**src/rtl/live_ratio_pkg.sv**
```systemverilog
`default_nettype none
// ============================================================================
// Module      : live_ratio_pkg
// Description : Shared constants, FSM state type and checksum fold for the
//               live-ratio read-out path. Frame length and header marker
//               depend on LR_TIMESTAMP_EN.
// Revision    : 1.0 - initial release
// ============================================================================
package live_ratio_pkg;

  localparam logic [15:0] HDR_MARK    = 16'hA5A5;
  localparam logic [15:0] HDR_MARK_TS = 16'hA5A6;
  localparam logic [7:0]  TRL_MARK    = 8'h5A;

`ifdef LR_TIMESTAMP_EN
  localparam int          FRAME_LEN     = 5;
  localparam logic [15:0] HDR_MARK_USED = HDR_MARK_TS;
`else
  localparam int          FRAME_LEN     = 4;
  localparam logic [15:0] HDR_MARK_USED = HDR_MARK;
`endif

  typedef enum logic [2:0] {
    ST_IDLE = 3'd0,
    ST_WAIT = 3'd1,
    ST_HDR  = 3'd2,
    ST_TS   = 3'd3,
    ST_NIN  = 3'd4,
    ST_NOUT = 3'd5,
    ST_TRL  = 3'd6
  } state_t;

  // Fold the running XOR of frame words into the 16-bit trailer checksum.
  function automatic logic [15:0] chk_fold(input logic [31:0] x);
    return x[31:16] ^ x[15:0];
  endfunction

endpackage
`default_nettype wire

```
**src/rtl/live_edge_detect.sv**
```systemverilog
`default_nettype none
// ============================================================================
// Module      : live_edge_detect
// Description : 4-bit live-gate shift register. Pulses o_start on 0011
//               (two low then two high) and o_end on 1100 (two high then
//               two low), so single-cycle glitches never fire either pulse.
// Revision    : 1.0 - initial release
// ============================================================================
module live_edge_detect (
  input  logic clk,
  input  logic rst,
  input  logic i_live,
  output logic o_start,
  output logic o_end
);

  logic [3:0] r_sr;

  // Shift the live gate in at bit 0 every cycle.
  always_ff @(posedge clk) begin
    if (!rst) r_sr <= 4'b0000;
    else      r_sr <= {r_sr[2:0], i_live};
  end

  // Pattern decode straight off the shift register.
  always_comb begin
    o_start = (r_sr == 4'b0011);
    o_end   = (r_sr == 4'b1100);
  end

endmodule
`default_nettype wire

```
**src/rtl/live_ratio_reporter.sv**
```systemverilog
`default_nettype none
// ============================================================================
// Module      : live_ratio_reporter
// Description : Detects live end, waits SETTLE cycles, snapshots n_in/n_out
//               and ships one framed 32-bit word stream per spill over a
//               valid/ready link. Spill ends seen while a frame is pending
//               are counted as drops.
//               Optional macro LR_TIMESTAMP_EN adds a free-running cycle
//               timestamp word (TS) after the header.
// Revision    : 1.0 - initial release
// ============================================================================
module live_ratio_reporter
  import live_ratio_pkg::*;
#(
  parameter int SETTLE = 8,
  parameter int ID_W   = 16
) (
  input  logic        clk,
  input  logic        rst,
  input  logic        live,
  input  logic [31:0] n_in,
  input  logic [31:0] n_out,
  output logic [31:0] out_data,
  output logic        out_valid,
  input  logic        out_ready,
  output logic        out_last,
  output logic        busy
);

  localparam int              CNT_W         = (SETTLE > 1) ? $clog2(SETTLE) : 1;
  localparam logic [CNT_W-1:0] c_settle_load = CNT_W'(SETTLE - 1);
  localparam logic [ID_W-1:0]  c_id_one      = ID_W'(1);
  localparam logic [ID_W-1:0]  c_id_two      = ID_W'(2);

  state_t            r_state;
  state_t            w_next_state;
  logic [CNT_W-1:0]  r_settle_cnt;
  logic [ID_W-1:0]   r_spill_id;
  logic [7:0]        r_drop_cnt;
  logic [7:0]        r_trl_drop;
  logic [31:0]       r_snap_in;
  logic [31:0]       r_snap_out;
  logic [15:0]       r_snap_id;
  logic [31:0]       r_chk_acc;
  logic [15:0]       w_id16;
  logic [7:0]        w_drop_inc;
  logic              w_detect;
  logic              w_live_start_unused;
  logic              w_xfer;
  logic              w_latch;

  live_edge_detect u_edge (
    .clk     (clk),
    .rst     (rst),
    .i_live  (live),
    .o_start (w_live_start_unused),
    .o_end   (w_detect)
  );

  // Header carries exactly 16 bits of spill ID regardless of ID_W.
  generate
    if (ID_W >= 16) begin : g_id_trunc
      assign w_id16 = r_spill_id[15:0];
    end else begin : g_id_ext
      assign w_id16 = {{(16-ID_W){1'b0}}, r_spill_id};
    end
  endgenerate

  assign w_xfer     = out_valid && out_ready;
  assign w_latch    = (r_state == ST_WAIT) && (r_settle_cnt == '0);
  assign w_drop_inc = (r_drop_cnt == 8'hFF) ? 8'hFF : (r_drop_cnt + 8'd1);

`ifdef LR_TIMESTAMP_EN
  logic [31:0] r_ts;
  logic [31:0] r_snap_ts;

  // Free-running cycle counter, captured alongside the counter snapshot.
  always_ff @(posedge clk) begin
    if (!rst) begin
      r_ts      <= 32'd0;
      r_snap_ts <= 32'd0;
    end else begin
      r_ts <= r_ts + 32'd1;
      if (w_latch) r_snap_ts <= r_ts;
    end
  end
`endif

  // FSM state register.
  always_ff @(posedge clk) begin
    if (!rst) r_state <= ST_IDLE;
    else      r_state <= w_next_state;
  end

  // FSM next-state: word states only advance on an accepted transfer.
  always_comb begin
    w_next_state = r_state;
    case (r_state)
      ST_IDLE: if (w_detect) w_next_state = ST_WAIT;
      ST_WAIT: if (r_settle_cnt == '0) w_next_state = ST_HDR;
`ifdef LR_TIMESTAMP_EN
      ST_HDR:  if (w_xfer) w_next_state = ST_TS;
      ST_TS:   if (w_xfer) w_next_state = ST_NIN;
`else
      ST_HDR:  if (w_xfer) w_next_state = ST_NIN;
`endif
      ST_NIN:  if (w_xfer) w_next_state = ST_NOUT;
      ST_NOUT: if (w_xfer) w_next_state = ST_TRL;
      ST_TRL:  if (w_xfer) w_next_state = ST_IDLE;
      default: w_next_state = ST_IDLE;
    endcase
  end

  // FSM outputs: every word is a pure function of state and frozen registers,
  // so it stays stable for as long as the sink stalls.
  always_comb begin
    out_valid = 1'b0;
    out_last  = 1'b0;
    out_data  = 32'd0;
    busy      = (r_state != ST_IDLE);
    case (r_state)
      ST_HDR: begin
        out_valid = 1'b1;
        out_data  = {HDR_MARK_USED, r_snap_id};
      end
`ifdef LR_TIMESTAMP_EN
      ST_TS: begin
        out_valid = 1'b1;
        out_data  = r_snap_ts;
      end
`endif
      ST_NIN: begin
        out_valid = 1'b1;
        out_data  = r_snap_in;
      end
      ST_NOUT: begin
        out_valid = 1'b1;
        out_data  = r_snap_out;
      end
      ST_TRL: begin
        out_valid = 1'b1;
        out_last  = 1'b1;
        out_data  = {TRL_MARK, r_trl_drop, chk_fold(r_chk_acc)};
      end
      default: ;
    endcase
  end

  // Settle countdown, snapshot capture and running checksum.
  always_ff @(posedge clk) begin
    if (!rst) begin
      r_settle_cnt <= '0;
      r_snap_in    <= 32'd0;
      r_snap_out   <= 32'd0;
      r_snap_id    <= 16'd0;
      r_chk_acc    <= 32'd0;
    end else begin
      if (r_state == ST_IDLE && w_detect) begin
        r_settle_cnt <= c_settle_load;
      end else if (r_state == ST_WAIT && r_settle_cnt != '0) begin
        r_settle_cnt <= r_settle_cnt - 1'b1;
      end
      if (w_latch) begin
        r_snap_in  <= n_in;
        r_snap_out <= n_out;
        r_snap_id  <= w_id16;
        r_chk_acc  <= 32'd0;
      end else if (w_xfer && !out_last) begin
        r_chk_acc  <= r_chk_acc ^ out_data;
      end
    end
  end

  // Spill ID and drop bookkeeping. The trailer drop field is frozen when
  // NOUT is accepted so the trailer word cannot change under a stall; any
  // spill end after that point still bumps spill_id but belongs to the frame
  // being finished and is cleared with it.
  always_ff @(posedge clk) begin
    if (!rst) begin
      r_spill_id <= '0;
      r_drop_cnt <= 8'd0;
      r_trl_drop <= 8'd0;
    end else begin
      if (w_xfer && out_last) begin
        r_drop_cnt <= 8'd0;
        r_spill_id <= r_spill_id + (w_detect ? c_id_two : c_id_one);
      end else if (w_detect && r_state != ST_IDLE) begin
        r_drop_cnt <= w_drop_inc;
        r_spill_id <= r_spill_id + c_id_one;
      end
      if (w_xfer && r_state == ST_NOUT) begin
        r_trl_drop <= w_detect ? w_drop_inc : r_drop_cnt;
      end
    end
  end

endmodule
`default_nettype wire

```
**config.mk**
```make
export PLATFORM = sky130hd
export DESIGN_NAME = live_ratio_reporter
export DESIGN_NICKNAME = d
export VERILOG_FILES = /design/src/rtl/live_ratio_pkg.sv /design/src/rtl/live_edge_detect.sv /design/src/rtl/live_ratio_reporter.sv
export SDC_FILE = /design/constraint.sdc
export NUM_CORES = 1
export LEC_CHECK = 0
export CAP_MARGIN = 30
export CORE_MARGIN = 2
export CORE_UTILIZATION = 50
export CTS_CLUSTER_SIZE = 25
export DETAILED_ROUTE_END_ITERATION = 6
export PLACE_DENSITY = 0.77
export SLEW_MARGIN = 25
export SYNTH_ARGS = -nofsm -noshare
export SYNTH_HDL_FRONTEND = slang
export SYNTH_SLANG_ARGS = --single-unit
```
**constraint.sdc**
```tcl
create_clock -name clk -period 2.35 [get_ports clk]
set_input_delay 0.235 -clock clk [delete_from_list [all_inputs] [get_ports clk]]
set_output_delay 0.235 -clock clk [all_outputs]
set_load 0.05 [all_outputs]
```
==> reports/results.ini <==
[run_status]
status=completed

[finish]
final_nets=1094
drive_above_1_share_pct=15.0
antenna_cells=0
layout_common_cells=nand2_1 (204), dfxtp_1 (152), a21oi_1 (125)
final_common_cell=nand2_1
fillers=1158
fin_util_pct=67.3
area_growth_pct=31.5

[setup_path]
critical_path_class=reg2out
worstPathMaxFanout=28
r2r_cells=8
rr_endpoint=r_spill_id[12]
reg2reg_setup_slack_ps=110
worst_setup_path_start_kind=register
cp.required_ps=2120
arrival_ps=2070
cp-end-kind=output port
reg2reg_from=r_state[2]

[timing]
finalHoldViolations=0
setup_viol=0
max_slew_margin_pct=63.6
tightestPinTransition_ps=542
finalMaxSlewViolations=0
fmaxAchievable_mhz=434
post-route-period-util_pct=98.0
rsz0062_at_grt=false
finalWorstSetupSlack_ps=46.2
period_needed_ps=2300
clock-skew-final_ps=8.97

[die]
io_pins=103
die_w_um=126
placementRows=44
die-area_um2=15900
die_y_um=126
start_util_pct=51.2
core_um2=14500

[placement]
gp_congestion=0.840
preCtsSetupSlack_ps=-6.30
dp_hpwl_mm=13.6
port_buffers=102

[yosys]
async_flop_share_pct=0
synth_area_um2=7440
syn_inst=938
synth.area.top_cells=dfxtp_1 (41%), nand2_1 (10%), a21oi_1 (8.6%), mux2i_1 (4.8%), xnor2_1 (2.6%)
synthDistinctLibCells=56
synth-main-ff-cell=dfxtp_1
ys_seq_area_share_pct=41.5
yosys_warnings=0
avgSynthCellArea_um2=7.93
synth-seq-cells=154
synthesis.nets=1012
synth_edf_count=0
synth_top_area_cell=dfxtp_1
synth_top_area_share_pct=41.5

[hold_path]
hold_end=r_snap_in[4]
min_from=n_in[4]
hold_class=in2reg
min_path_cells=3

[global_route]
antenna_found_initial=0
grt-ovfl-total=0
grt_first_pass_wirelength_mm=32.3
grt_pass1_vias=6506
grt_max_degree=53
grt_util_all_layers_pct=25.0

[cts]
clock_latency_ps=430
cts_buffers=17
cts.sinks=154
clk_pin_slew_worst_paths_ps=70
post_cts_buffers=0
h-tree-depth=4
clockBufferDepth=2
cts_tree=done
clock-root-buffer=clkbuf_16

[detailed_routing]
firstDrtPassIters=6
drc=0
wirelength_mm=20.3
ant_nets=0
num_vias=7034
viasPerCell=5.78
wl_per_cell_um=16.7
drtIter0Drc=654

[flow_run]
drv_cap=0

[power_and_ir_drop]
cellPowerDensity_nw_per_um2=574
ir_worst_vdd_uv=532
p_leak_uw=0.00339

==> state kept, by name (all words and copies together) (netlist names) <==
name and flops:
r_snap_out 32, r_state 3, r_settle_cnt 3, r_chk_acc 32
r_spill_id 16, r_drop_cnt 8, r_snap_in 32, u_edge.r_sr 4
r_trl_drop 8, r_snap_id 16
==> cells by family (layout without fill, tap and decap cells) <==
family                     count (synthesis)  after routing  share of synthesized area [%]
buffers and inverters                     95            190                           5.35
DFF                                      154            154                           41.5
muxes                                     41             41                           5.60
AOI/OAI and AO/OA                        244            244                           20.0
adders and majority gates                  6              6                           1.11
xor gates and xnor gates                  22             22                           2.59
and+or+nand+nor                          376            376                           23.9
==> per-stage QoR <==
step	TNS [ps]	hold slack [ps]	instance area, um^2	std cells	total power (uW)
after floorplan	-14.7	362	7510	938	2740
after global placement	0	439	9040	1184	2880
after detailed placement	-6.30	446	9040	1184	2880
after CTS	0	336	9700	1216	5640
after global routing	0	352	9780	1217	5770
final	0	344	9780	1217	5610
==> worst max-delay path: stages (launching register included) <==
cell	delay, ps
dfxtp_1	390
buf_12	210
buf_4	210
mux2i_2	280
o2bb2ai_2	140
and2_1	230
buf_12	160
==> what timing repair did <==
action | CTS | global route
hold endpoints to repair | 0 | 0
gates resized for setup | 14 | 13
endpoints found under the setup margin | 23 | 30
gates cloned | 0 | 1
hold buffers | 0 | 0
==> how the worst max path moves through the flow <==
stage / depth (start not counted) / endpoint / startpoint / slack, ps
6_report: 6 / out_data[22] / r_state[1] / 50
5_1_grt: 6 / out_data[12] / r_state[0] / 3
4_1_cts: 5 / out_data[20] / r_state[0] / 4
3_5_place_dp: 8 / r_spill_id[12] / out_ready / -6
3_3_place_gp: 8 / r_spill_id[12] / out_ready / 20
2_1_floorplan: 9 / r_spill_id[12] / r_state[0] / -10
==> Yosys cell counts (all sizes together) (4+ instances only) <==
library cell / count
a211o: 8
o21ai: 33
or4: 12
and2: 10
nor3: 5
o2bb2ai: 5
xnor2: 22
o21bai: 4
dfxtp: 154
inv: 24
a21oi: 128
nor2: 50
a211oi: 19
mux2: 5
a22oi: 5
nand3: 6
ha: 5
buf: 33
nor2b: 7
nand2: 204
mux2i: 36
clkbuf: 38
a31o: 4
a2111oi: 4
nand4: 9
and3: 9
or2: 13
nand2b: 6
nand3b: 4
o31ai: 13
or3: 26
o22a: 4
o211ai: 4
==> power breakdown <==
part	internal (uW)	switching, uW
combinational	123	83.3
sequential	2610	3.39
clock	1620	1170
total	4350	1250
==> routing by layer <==
| layer | vias to the layer above | wire, um | part of all wire, % | global-route usage, % |
|---|---|---|---|---|
| li1 | 3426 | - | - | - |
| met1 | 3315 | 9230 | 45 | 34.5 |
| met2 | 253 | 9390 | 46 | 39.7 |
| met3 | 40 | 1190 | 5.8 | 4.59 |
| met4 | 0 | 502 | 2.5 | 8.73 |
| met5 | - | 0 | 0 | 0 |
==> final cells by class <==
| type | instances | area (um^2) | share of cell area [%] |
|---|---|---|---|
| inverters | 24 | 91.3 | 0.934 |
| multi-input cells | 689 | 4060 | 41.5 |
| clock inverters | 14 | 161 | 1.65 |
| well taps | 184 | 230 | 2.35 |
| flip-flops and latches | 154 | 3090 | 31.6 |
| clock buffers | 18 | 439 | 4.49 |
| repair buffers | 134 | 1720 | 17.6 |
No activity file was read; power rests on OpenSTA's default activity.
